### src/rtl/rom_ctrl_sched_pkg.sv
// Shared types and constants for the ROM request-port scheduler.
// Latency: n/a (package only).
// Backpressure: n/a (package only).
package rom_ctrl_sched_pkg;

    localparam int unsigned StateW = 6;

    // Sparse state codes, every pair at Hamming distance >= 3, so a single
    // upset cannot turn one legal state into another.
    typedef enum logic [StateW-1:0] {
        StChecker = 6'b001011,
        StDrain   = 6'b110001,
        StBus     = 6'b011110,
        StError   = 6'b100110
    } rom_sched_state_e;

    typedef enum logic {
        OwnerChk = 1'b0,
        OwnerBus = 1'b1
    } owner_e;

    // Width of the post-reset mask counter. It must hold RdLat, so RdLat <= 15.
    localparam int unsigned MaskCntW = 4;

endpackage

### src/rtl/rom_ctrl_inflight_pipe.sv
// In-flight read tracker: RdLat-deep shift register of {vld, owner}.
// Latency: an entry written in cycle t appears on the tail in cycle t+RdLat.
// Backpressure: none; shifts every cycle.
//
// Ports:
//   i_clk, i_rst       clock, synchronous active-high reset
//   i_wr_vld           a read is issued this cycle
//   i_wr_owner         requester that issued it
//   o_tail_vld         a response is due this cycle
//   o_tail_owner       requester the due response belongs to
//   o_empty_nxt        nothing will be in flight after this cycle's shift
module rom_ctrl_inflight_pipe
    import rom_ctrl_sched_pkg::*;
#(
    parameter int unsigned RdLat = 1
) (
    input  logic   i_clk,
    input  logic   i_rst,
    input  logic   i_wr_vld,
    input  owner_e i_wr_owner,
    output logic   o_tail_vld,
    output owner_e o_tail_owner,
    output logic   o_empty_nxt
);

    logic   [RdLat-1:0] r_vld;
    owner_e             r_own [RdLat];

    always_ff @(posedge i_clk) begin
        if (i_rst) begin
            r_vld <= '0;
            for (int i = 0; i < RdLat; i++) begin
                r_own[i] <= OwnerChk;
            end
        end else begin
            r_vld[0] <= i_wr_vld;
            r_own[0] <= i_wr_owner;
            for (int i = 1; i < RdLat; i++) begin
                r_vld[i] <= r_vld[i-1];
                r_own[i] <= r_own[i-1];
            end
        end
    end

    // The tail leaves at the next shift, so only the write and the upstream
    // stages decide whether anything remains afterwards.
    always_comb begin
        o_empty_nxt = !i_wr_vld;
        for (int i = 0; i < RdLat - 1; i++) begin
            if (r_vld[i]) begin
                o_empty_nxt = 1'b0;
            end
        end
    end

    assign o_tail_vld   = r_vld[RdLat-1];
    assign o_tail_owner = r_own[RdLat-1];

endmodule

### src/rtl/rom_ctrl_rom_sched.sv
// Shares the scrambled-ROM request port: checker first, then a one-way handover to the bus.
// Latency: grant in cycle t -> owner rvalid in cycle t+RdLat (combinational from rom_*_i).
// Backpressure: none; requesters must take a response in the cycle rvalid is high.
//
// Ports:
//   clk_i, rst_i                   clock, synchronous active-high reset
//   chk_* / bus_*                  requester ports (req/addr in, gnt/rvalid/rdata out)
//   chk_done_i                     checker finished, starts the handover
//   rom_req_o, rom_addr_o          ROM request and physical-index address
//   prince_addr_o                  keystream-tweak address from an independent mux
//   rom_rvalid_i, rom_*_rdata_i    ROM response
//   bus_sel_o                      bus owns the ROM
//   alert_o                        sticky fatal alert
module rom_ctrl_rom_sched
    import rom_ctrl_sched_pkg::*;
#(
    parameter int unsigned Aw    = 12,
    parameter int unsigned Width = 40,
    parameter int unsigned RdLat = 1
) (
    input  logic             clk_i,
    input  logic             rst_i,
    input  logic             chk_req_i,
    input  logic [Aw-1:0]    chk_addr_i,
    output logic             chk_gnt_o,
    output logic             chk_rvalid_o,
    output logic [Width-1:0] chk_scr_rdata_o,
    output logic [Width-1:0] chk_clr_rdata_o,
    input  logic             chk_done_i,
    input  logic             bus_req_i,
    input  logic [Aw-1:0]    bus_addr_i,
    output logic             bus_gnt_o,
    output logic             bus_rvalid_o,
    output logic [Width-1:0] bus_clr_rdata_o,
    output logic             rom_req_o,
    output logic [Aw-1:0]    rom_addr_o,
    output logic [Aw-1:0]    prince_addr_o,
    input  logic             rom_rvalid_i,
    input  logic [Width-1:0] rom_scr_rdata_i,
    input  logic [Width-1:0] rom_clr_rdata_i,
    output logic             bus_sel_o,
    output logic             alert_o
);

    logic [StateW-1:0]   r_state;
    logic [StateW-1:0]   w_state_nxt;
    logic                r_sel_a;
    logic                r_sel_b;
    logic                r_alert;
    logic [MaskCntW-1:0] r_mask_cnt;

    logic   w_chk_gnt;
    logic   w_bus_gnt;
    logic   w_sel_ok;
    logic   w_state_bad;
    logic   w_late_chk;
    logic   w_rsp_bad;
    logic   w_err;
    logic   w_mask;
    logic   w_in_err;
    logic   w_tail_vld;
    owner_e w_tail_owner;
    logic   w_empty_nxt;

    assign w_state_bad = !(r_state inside {StChecker, StDrain, StBus, StError});
    assign w_in_err    = (r_state == StError);
    assign w_sel_ok    = (r_sel_a == r_sel_b);
    assign w_mask      = (r_mask_cnt != '0);
    assign w_late_chk  = chk_req_i && ((r_state == StDrain) || (r_state == StBus));
    // Unexpected responses are tolerated only inside the post-reset window;
    // a missing response is always a fault.
    assign w_rsp_bad   = (rom_rvalid_i && !w_tail_vld && !w_mask)
                       || (!rom_rvalid_i && w_tail_vld);
    assign w_err       = w_state_bad || !w_sel_ok || w_late_chk || w_rsp_bad;

    always_comb begin
        w_state_nxt = r_state;
        w_chk_gnt   = 1'b0;
        w_bus_gnt   = 1'b0;
        case (r_state)
            StChecker: begin
                w_chk_gnt = chk_req_i;
                if (chk_done_i) begin
                    w_state_nxt = StDrain;
                end
            end
            StDrain: begin
                if (w_empty_nxt) begin
                    w_state_nxt = StBus;
                end
            end
            StBus:   w_bus_gnt = bus_req_i;
            StError: w_state_nxt = StError;
            default: w_state_nxt = StError;
        endcase
        if (w_err) begin
            w_state_nxt = StError;
        end
    end

    // A select-copy mismatch blocks grants, so diverging address copies never
    // reach the ROM as a real read.
    assign chk_gnt_o = w_chk_gnt && w_sel_ok;
    assign bus_gnt_o = w_bus_gnt && w_sel_ok;
    assign rom_req_o = chk_gnt_o || bus_gnt_o;

    assign rom_addr_o    = r_sel_a ? bus_addr_i : chk_addr_i;
    assign prince_addr_o = r_sel_b ? bus_addr_i : chk_addr_i;

    always_ff @(posedge clk_i) begin
        if (rst_i) begin
            r_state    <= StChecker;
            r_sel_a    <= 1'b0;
            r_sel_b    <= 1'b0;
            r_alert    <= 1'b0;
            r_mask_cnt <= MaskCntW'(RdLat);
        end else begin
            r_state <= w_state_nxt;
            r_sel_a <= (w_state_nxt == StBus);
            r_sel_b <= (w_state_nxt == StBus);
            r_alert <= r_alert || w_err;
            if (w_mask) begin
                r_mask_cnt <= r_mask_cnt - MaskCntW'(1);
            end
        end
    end

    rom_ctrl_inflight_pipe #(
        .RdLat (RdLat)
    ) u_pipe (
        .i_clk        (clk_i),
        .i_rst        (rst_i),
        .i_wr_vld     (rom_req_o),
        .i_wr_owner   (w_bus_gnt ? OwnerBus : OwnerChk),
        .o_tail_vld   (w_tail_vld),
        .o_tail_owner (w_tail_owner),
        .o_empty_nxt  (w_empty_nxt)
    );

    assign chk_rvalid_o = !w_in_err && w_tail_vld && (w_tail_owner == OwnerChk) && rom_rvalid_i;
    assign bus_rvalid_o = !w_in_err && w_tail_vld && (w_tail_owner == OwnerBus) && rom_rvalid_i;

    assign chk_scr_rdata_o = chk_rvalid_o ? rom_scr_rdata_i : '0;
    assign chk_clr_rdata_o = chk_rvalid_o ? rom_clr_rdata_i : '0;
    assign bus_clr_rdata_o = bus_rvalid_o ? rom_clr_rdata_i : '0;

    assign bus_sel_o = (r_state == StBus);
    assign alert_o   = r_alert;

endmodule
### config.mk
export PLATFORM = sky130hd
export DESIGN_NAME = rom_ctrl_rom_sched
export DESIGN_NICKNAME = d
export VERILOG_FILES = /design/src/rtl/rom_ctrl_sched_pkg.sv /design/src/rtl/rom_ctrl_inflight_pipe.sv /design/src/rtl/rom_ctrl_rom_sched.sv
export SDC_FILE = /design/constraint.sdc
export NUM_CORES = 1
export LEC_CHECK = 0
export CORE_AREA = 2 2 103 105
export DETAILED_ROUTE_END_ITERATION = 12
export DIE_AREA = 0 0 105 107
export HOLD_SLACK_MARGIN = 0.1
export MAX_ROUTING_LAYER = met4
export RECOVER_POWER = 50
export SYNTH_ARGS = -nofsm -noshare
export SYNTH_HDL_FRONTEND = slang
export SYNTH_SLANG_ARGS = --single-unit
### constraint.sdc
create_clock -name clk_i -period 4.5 [get_ports clk_i]
set_input_delay 0.9 -clock clk_i [delete_from_list [all_inputs] [get_ports clk_i]]
set_output_delay 0.9 -clock clk_i [all_outputs]
set_load 0.05 [all_outputs]
After elaboration in Yosys (flattened, before gate mapping):

Memory sizes are Yosys's and may differ from the RTL's.
Index checks and enable logic that the tools add are counted.

* $add $sub $neg: 1
* equal/unequal tests: 5
* mux-type cells: 16
* bitwise operators: 1
* reduce and logical (&&, ||, !) cells: 23

Operators by type and width (count)
* two-way mux 40 bit: 3
* two-way mux 6 bit: 3
* one-hot mux 6 bit (3 select lines): 1
* equality test 6 x 5 -> 1 bit, second input constant: 2
* equality test 6 bit, second input constant: 2
* two-way mux 12 bit: 1
* logical AND 1 bit: 9
* two-way mux 1 bit: 8
* nonzero test 4 bit: 2
* equality test 6 x 4 -> 1 bit, second input constant: 1
* logical OR 1 bit: 6
* logical NOT 1 bit: 5
* subtractor 4 x 1 -> 4 bit, second input constant: 1
* inverter 1 bit: 1
* OR reduction 1 bit: 1

* flip-flop bits (word level): 13
* bits in writable memories: 1
* bits of input ports: 110
* output and inout bits: 151
* logic and storage cells: 52
* memories kept: 1

Memories
* u_pipe.r_own: words 1, bits a word 1, read ports 1, clocked after Yosys merged registers in 0, write ports 1, line rom_ctrl_inflight_pipe.sv:27 `owner_e r_own [RdLat];`

Depth between registers and ports, before layout:

Gate-level depths: netlist (run 1).

* word-level depth: 7
* depth in mapped cells: 6
* mapped depth without buffers: 6

By module:

Synthesis (run 1) repeated with hierarchy kept, for this count alone.

* cell total of the unflattened synthesis: 240
* area total of the unflattened synthesis: 1780.5 sq um

Modules (own cells, without submodules)
* rom_ctrl_rom_sched: instances 1, cells an instance 235, area an instance 1721.7 sq um, seq. area each 240.2 sq um
* rom_ctrl_inflight_pipe: instances 1, cells an instance 5, area an instance 58.8 sq um, seq. area each 40.0 sq um

Worst setup path after synthesis (run 1):

OpenSTA, ideal clock, no wires.

* kind: input-to-output
* start point: input rom_rvalid_i
* end point: output chk_clr_rdata_o[30]
* data arrival time: 2037 ps
* data required time: 3600 ps
* slack: 1563 ps
* stages: 4
* buffers on the path: 1
* path through: o211ai_1 -> nor2_2 -> buf_2 -> and2_1

* word-level cells in the longest chain between the ends: 2

Ends and longest elaborated chain
* start: declaration: line rom_ctrl_rom_sched.sv:38 `input logic rom_rvalid_i,`
* logical AND 1 bit: line rom_ctrl_rom_sched.sv:140 `assign chk_rvalid_o = !w_in_err && w_tail_vld && (w_tail_owner == OwnerChk) && rom_rvalid_i;`
* net chk_rvalid_o: line rom_ctrl_rom_sched.sv:26 `output logic chk_rvalid_o,`
* two-way mux 40 bit: line rom_ctrl_rom_sched.sv:144 `assign chk_clr_rdata_o = chk_rvalid_o ? rom_clr_rdata_i : '0;`
* end: declaration: line rom_ctrl_rom_sched.sv:28 `output logic [Width-1:0] chk_clr_rdata_o,`

The timed path passes the listed nets, and every way through them passes these cells.

Final worst setup path (run 1):

* start point: input rom_rvalid_i
* end point: output chk_scr_rdata_o[38]

* word-level cells in the longest chain between the ends: 2

Ends and longest elaborated chain
* logical AND 1 bit: line rom_ctrl_rom_sched.sv:140
* two-way mux 40 bit: line rom_ctrl_rom_sched.sv:143 `assign chk_scr_rdata_o = chk_rvalid_o ? rom_scr_rdata_i : '0;`
* end: declaration: line rom_ctrl_rom_sched.sv:27 `output logic [Width-1:0] chk_scr_rdata_o,`

Every way passes these cells.

==> impl_metrics.tcl, run 1 <==
set metrics [dict create \
    cp_data_required_time_ns 3.60 \
    fp.dieW_um 105 \
    route.detailed.drc 0 \
    num_vias 2406 \
    synthMostInstantiatedCell "and2_1" \
    numClockSinks 14 \
    slew_violations 0 \
    diodes 0 \
    portBuffers 260 \
    powerDensity_nw_per_um2 117 \
    netlist_top_cells_count "120 x and2_1, 14 x dfxtp_1, 12 x buf_4, 12 x mux2_2, 9 x buf_2" \
    initial_core_util 0.171 \
    crit_path_max_fanout 81 \
    fillers 1014 \
    synthAdderAreaFrac 0.0145 \
    multi_input_area_um2 1270 \
    syn_to_final_growth_pct 177 \
    max_stage_delay_ns 0.84 \
    arrival_ns 3.08 \
    seqCellArea_um2 280 \
    p_total_uw 559 \
    pre_cts_ws_ns 0.559 \
    avgSynthCellArea_um2 7.39 \
    dpl.hpwl_mm 8.44 \
    finalSetupViolCount 0 \
    rsz0062_at_grt "false" \
    hold_buffers 0 \
    cts_max_level 1 \
    timing_hold_violations_final 0 \
    worst_pin_slew_ns 0.777 \
    min_period_ns 3.98 \
    crit_chain "dlygate4sd3_1, o211ai_1, nor2_4, buf_12, and2_1, clkdlybuf4s50_1" \
    synth_compound_area_frac 0.0675 \
    synthDistinctLibCells 37 \
    final_cells 609 \
    nets 586 \
    p_comb_frac 0.493 \
    grt.overflow.total 0 \
    post_cts_buffers 0 \
    placedCellCount 605 \
    drt_first_iter_violations 51 \
    ir_drop_mv 0.177 \
    grt_pass1_wl_mm 14.0 \
    synth-seq-area-share 0.163 \
    synth_warnings 0 \
    crit_buf_inv 3 \
    fin_ws_ns 0.523 \
    muxShareOfSynthArea 0.0784 \
    max_freq_mhz 251 \
    fp-row-count 37 \
    antenna_found_initial 0 \
    cts_tree "done" \
    gp_congestion 0.928 \
    cts_buffers 3 \
    power_frac_clock 0.225 \
    crit_family "buffers and inverters" \
    synth_edf_count 0 \
    power.leakage_nw 1.83 \
    drt-wirelength-per-cell_um 15.9 \
    wirelength_mm 9.68 \
    vias_per_cell 3.95 \
    layout-drive-gt1-share 0.135 \
    synthArstFlopShare 0 \
    fin_crit_sh 0.884 \
    cellInternalPower_uw 369 \
    finClkSkew_ns 0.000334 \
    cts.repair.resized 0 \
    insertion_delay_ns 0.25 \
    clkSlewWorstSetupHoldPaths_ns 0.06 \
    clockBufferDepth 2 \
    crit_slowest_cell "clkdlybuf4s50_1" \
    firstDrtPassIters 4 \
    syn-num-nets 345 \
    cap_violations 0 \
    die_height_um 107 \
    sw_frac_of_total 0.340 \
    setup-tns-final_ns 0 \
    critPathKind "in -> out" \
    p_seq_frac 0.282 \
    cts_root_buf "clkbuf_8" \
    synthXorXnorAreaFrac 0.00508 \
    synth_area_leaders "and2_1 44%, dfxtp_1 16%, mux2_2 7.8%" \
    grt_pass1_vias 2310 \
    switching_power_uw 190 \
    ant_nets 0 \
    endpoint_kind "output pin" \
    coreArea_um2 10100 \
    synthFlopType "dfxtp_1" \
    dieArea_um2 11200 \
    track_usage 0.166 \
    yosysTopAreaCellShare 0.436 \
    pin_count 261 \
    ys_ff_latch 14 \
    grt_max_degree 82 \
    synth_area_leader_cell "and2_1" \
    start_kind "input port" \
    synth-simple-area-share 0.569 \
    syn_inst 233 \
    relSlewSlack 0.484 \
    synth_top_family_by_area "simple AND/OR/NAND/NOR gates" \
    status "complete, no violations" \
    hold_class "reg -> reg" \
    syn_area_um2 1720 \
]
## placed cells by master, fill, tap and decap left out, types with 2 or more instances in the layout
cell type        synthesis  routed
and2_0                   0      29
nand4bb_1                2       2
buf_12                   0      41
clkdlybuf4s50_1          0     179
nor2_1                   4       4
a21o_1                   2       2
or3_1                    2       2
a21oi_1                  6       6
dlygate4sd3_1            0      31
dfxtp_1                 14      14
nand2_1                  4       4
clkbuf_8                 0       4
nand3b_1                 3       3
ha_1                     2       2
buf_4                   12       2
and2_1                 120      91
inv_1                    6       6
nand2b_1                 8       8
mux2_2                  12      12
clkbuf_1                 4       8
nor4bb_1                 2       2
o21ai_0                  1       2
## power groups by stage
stage	clock network [mW]	logic, mW	registers [mW]
2_1_floorplan	0	0.146	0.159
3_3_place_gp	0	0.279	0.159
3_5_place_dp	0	0.284	0.160
4_1_cts	0.128	0.287	0.158
5_1_grt	0.137	0.298	0.161
6_report	0.126	0.276	0.158
## state kept, by name, indices dropped and copies added, names as in the netlist
signal,flops
r_state,6
r_mask_cnt,4
alert_o,1
r_sel_b,1
u_pipe.o_tail_vld,1
u_pipe.r_own,1
## cells by family (layout without fill, tap and decap cells)
| logic type | Yosys count | after routing |
|---|---|---|
| AO/OA/AOI/OAI | 17 | 17 |
| AND/OR/NAND/NOR | 155 | 155 |
| adder cells (fa/ha/maj) | 2 | 2 |
| XOR/XNOR | 1 | 1 |
| buffers and inverters | 32 | 272 |
| flip-flops | 14 | 14 |
| multiplexers | 12 | 12 |
## worst paths after layout
check                             end  depth (start not counted)  slack [ns]     startpoint
hold / removal          r_mask_cnt[2]                          2        0.50  r_mask_cnt[2]
setup reg to reg           r_state[0]                          6        2.44  r_mask_cnt[0]
hold reg to reg         r_mask_cnt[2]                          2        0.50  r_mask_cnt[2]
setup / recovery  chk_scr_rdata_o[38]                          6        0.52   rom_rvalid_i
## layer usage
metal / wire length (µm) / track usage / part of all wire
met1: 3830 / 0.184 / 0.40
met2: 4940 / 0.298 / 0.51
met3: 778 / 0.0462 / 0.080
met4: 142 / 0.0333 / 0.015
met5: 0 / - / 0
## cell type report
class	instances	share of cell area
clock buffer	4	0.0115
inverter	6	0.00472
multi-input combinational	187	0.266
sequential	14	0.0588
tap	136	0.0357
timing repair buffer	262	0.623
## stage by stage
stage               instance area (µm²)  hold slack, ns   util
CTS                                4800           0.498  0.476
floorplan                          1720           0.462      -
global placement                   4750           0.485  0.471
detailed placement                 4750           0.491  0.471
global route                       4770           0.528  0.472
finish                             4770           0.496  0.472
## tightest hold or removal path, cell delays in order (launching register included)
cell	delay, ns
dfxtp_1	0.32
nand2b_1	0.07
a21oi_1	0.06
No activity file was read; power rests on OpenSTA's default activity.
==> run 2, diff against run 1 <==
==> constraint.sdc (replaced) <==
create_clock -name clk_i -period 5.1 [get_ports clk_i]
set_input_delay 1.02 -clock clk_i [delete_from_list [all_inputs] [get_ports clk_i]]
set_output_delay 1.02 -clock clk_i [all_outputs]
set_load 0.02 [all_outputs]
==> run 2 against run 1 <==
  * Register-to-register slack better by 0.61 ns
  * Clock skew up 0.0017 ns
  * First-iteration DRC count increased by 18%
==> impl_metrics.tcl, run 2 (synthesis results as in run 1) <==
set metrics [dict create \
    status "complete, no violations" \
    drt-wirelength-per-cell_um 15.4 \
    grt.overflow.total 0 \
    diodes 0 \
    power.leakage_nw 1.83 \
    fin_crit_sh 0.874 \
    vias_per_cell 3.96 \
    dieArea_um2 11200 \
    cts.repair.resized 0 \
    placedCellCount 606 \
    fillers 1047 \
    relSlewSlack 0.545 \
    wirelength_mm 9.39 \
    coreArea_um2 10100 \
    fp.dieW_um 105 \
    endpoint_kind "output pin" \
    crit_path_max_fanout 30 \
    pre_cts_ws_ns 0.695 \
    cp_data_required_time_ns 4.08 \
    insertion_delay_ns 0.25 \
    portBuffers 260 \
    largest_register "r_state" \
    antenna_found_initial 0 \
    timing_hold_violations_final 0 \
    clkSlewWorstSetupHoldPaths_ns 0.06 \
    final_core_util 0.438 \
    dpl.hpwl_mm 8.35 \
    ant_nets 0 \
    cts_tree "done" \
    drt_first_iter_violations 60 \
    grt_pass1_wl_mm 13.5 \
    start_kind "input port" \
    ir_drop_mv 0.157 \
    track_usage 0.159 \
    fin_ws_ns 0.644 \
    gp_congestion 0.822 \
    post_cts_buffers 0 \
    worst_pin_slew_ns 0.675 \
    finalSetupViolCount 0 \
    nets 587 \
    grt_pass1_vias 2251 \
    numClockSinks 14 \
    cap_violations 0 \
    critPathKind "in -> out" \
    final_cells 610 \
    largestRegisters "r_state (6), r_mask_cnt (4)" \
    clockBufferDepth 2 \
    cts_max_level 1 \
    num_vias 2418 \
    slew_violations 0 \
    cts_root_buf "clkbuf_8" \
    route.detailed.drc 0 \
    mostFrequentLayoutCells "191 x clkdlybuf4s50_1, 120 x and2_1, 69 x dlygate4sd3_1" \
    arrival_ns 3.44 \
    setup-tns-final_ns 0 \
    cts_buffers 3 \
    fp-row-count 37 \
    hold_buffers 0 \
    initial_core_util 0.171 \
    powerDensity_nw_per_um2 104 \
    reg2reg_slack_ns 3.05 \
    layout_commonest_cell "clkdlybuf4s50_1" \
    min_period_ns 4.46 \
    layout-drive-gt1-share 0.0485 \
    hold_class "reg -> reg" \
    die_height_um 107 \
    finClkSkew_ns 0.00201 \
    largest_reg_flops 6 \
    pin_count 261 \
    max_freq_mhz 224 \
    rsz0062_at_grt "false" \
    syn_to_final_growth_pct 156 \
    firstDrtPassIters 4 \
    grt_max_degree 42 \
]
run 2: metrics by stage:
stage               power, mW  area (µm²)  hold slack [ns]
floorplan               0.237        1720            0.462
global placement        0.357        4370            0.482
detailed placement      0.362        4370            0.483
CTS                     0.471        4420            0.494
global route            0.489        4420            0.513
finish                  0.459        4420            0.489
run 2: worst max-delay path: stages:
cell and delay, ns:
dlygate4sd3_1 0.56, o211ai_1 0.18, nor2_4 0.45, buf_4 0.34, and2_1 0.16, clkdlybuf4s50_1 0.70
run 2: metal layers:
metal | track usage | part of all wire | vias to the layer above | wire length (µm)
met5 | - | 0 | - | 0
met4 | 0.0295 | 0.014 | 0 | 132
met3 | 0.0432 | 0.078 | 13 | 733
met2 | 0.281 | 0.50 | 112 | 4670
met1 | 0.183 | 0.41 | 1075 | 3850
li1 | - | - | 1218 | -
run 2: area by class of cell:
cell class / instances / area [µm²] / area share
multi-input cells: 187 / 1270 / 0.287
flip-flops and latches: 14 / 280 / 0.0635
inverters: 6 / 22.5 / 0.00510
repair buffers: 263 / 2620 / 0.594
well taps: 136 / 170 / 0.0385
clock buffers: 4 / 55.1 / 0.0125
run 2: worst paths after layout:
path,endpoint,cells past startpoint,start
setup / recovery,chk_scr_rdata_o[37],6,rom_rvalid_i
hold / removal,r_mask_cnt[2],2,r_mask_cnt[2]
setup reg to reg,r_state[0],6,r_mask_cnt[0]
hold reg to reg,r_mask_cnt[2],2,r_mask_cnt[2]
run 2: where the power goes:
group          internal [mW]  switching (mW)
clock                 0.0684          0.0401
combinational          0.132          0.0802
sequential             0.126          0.0130
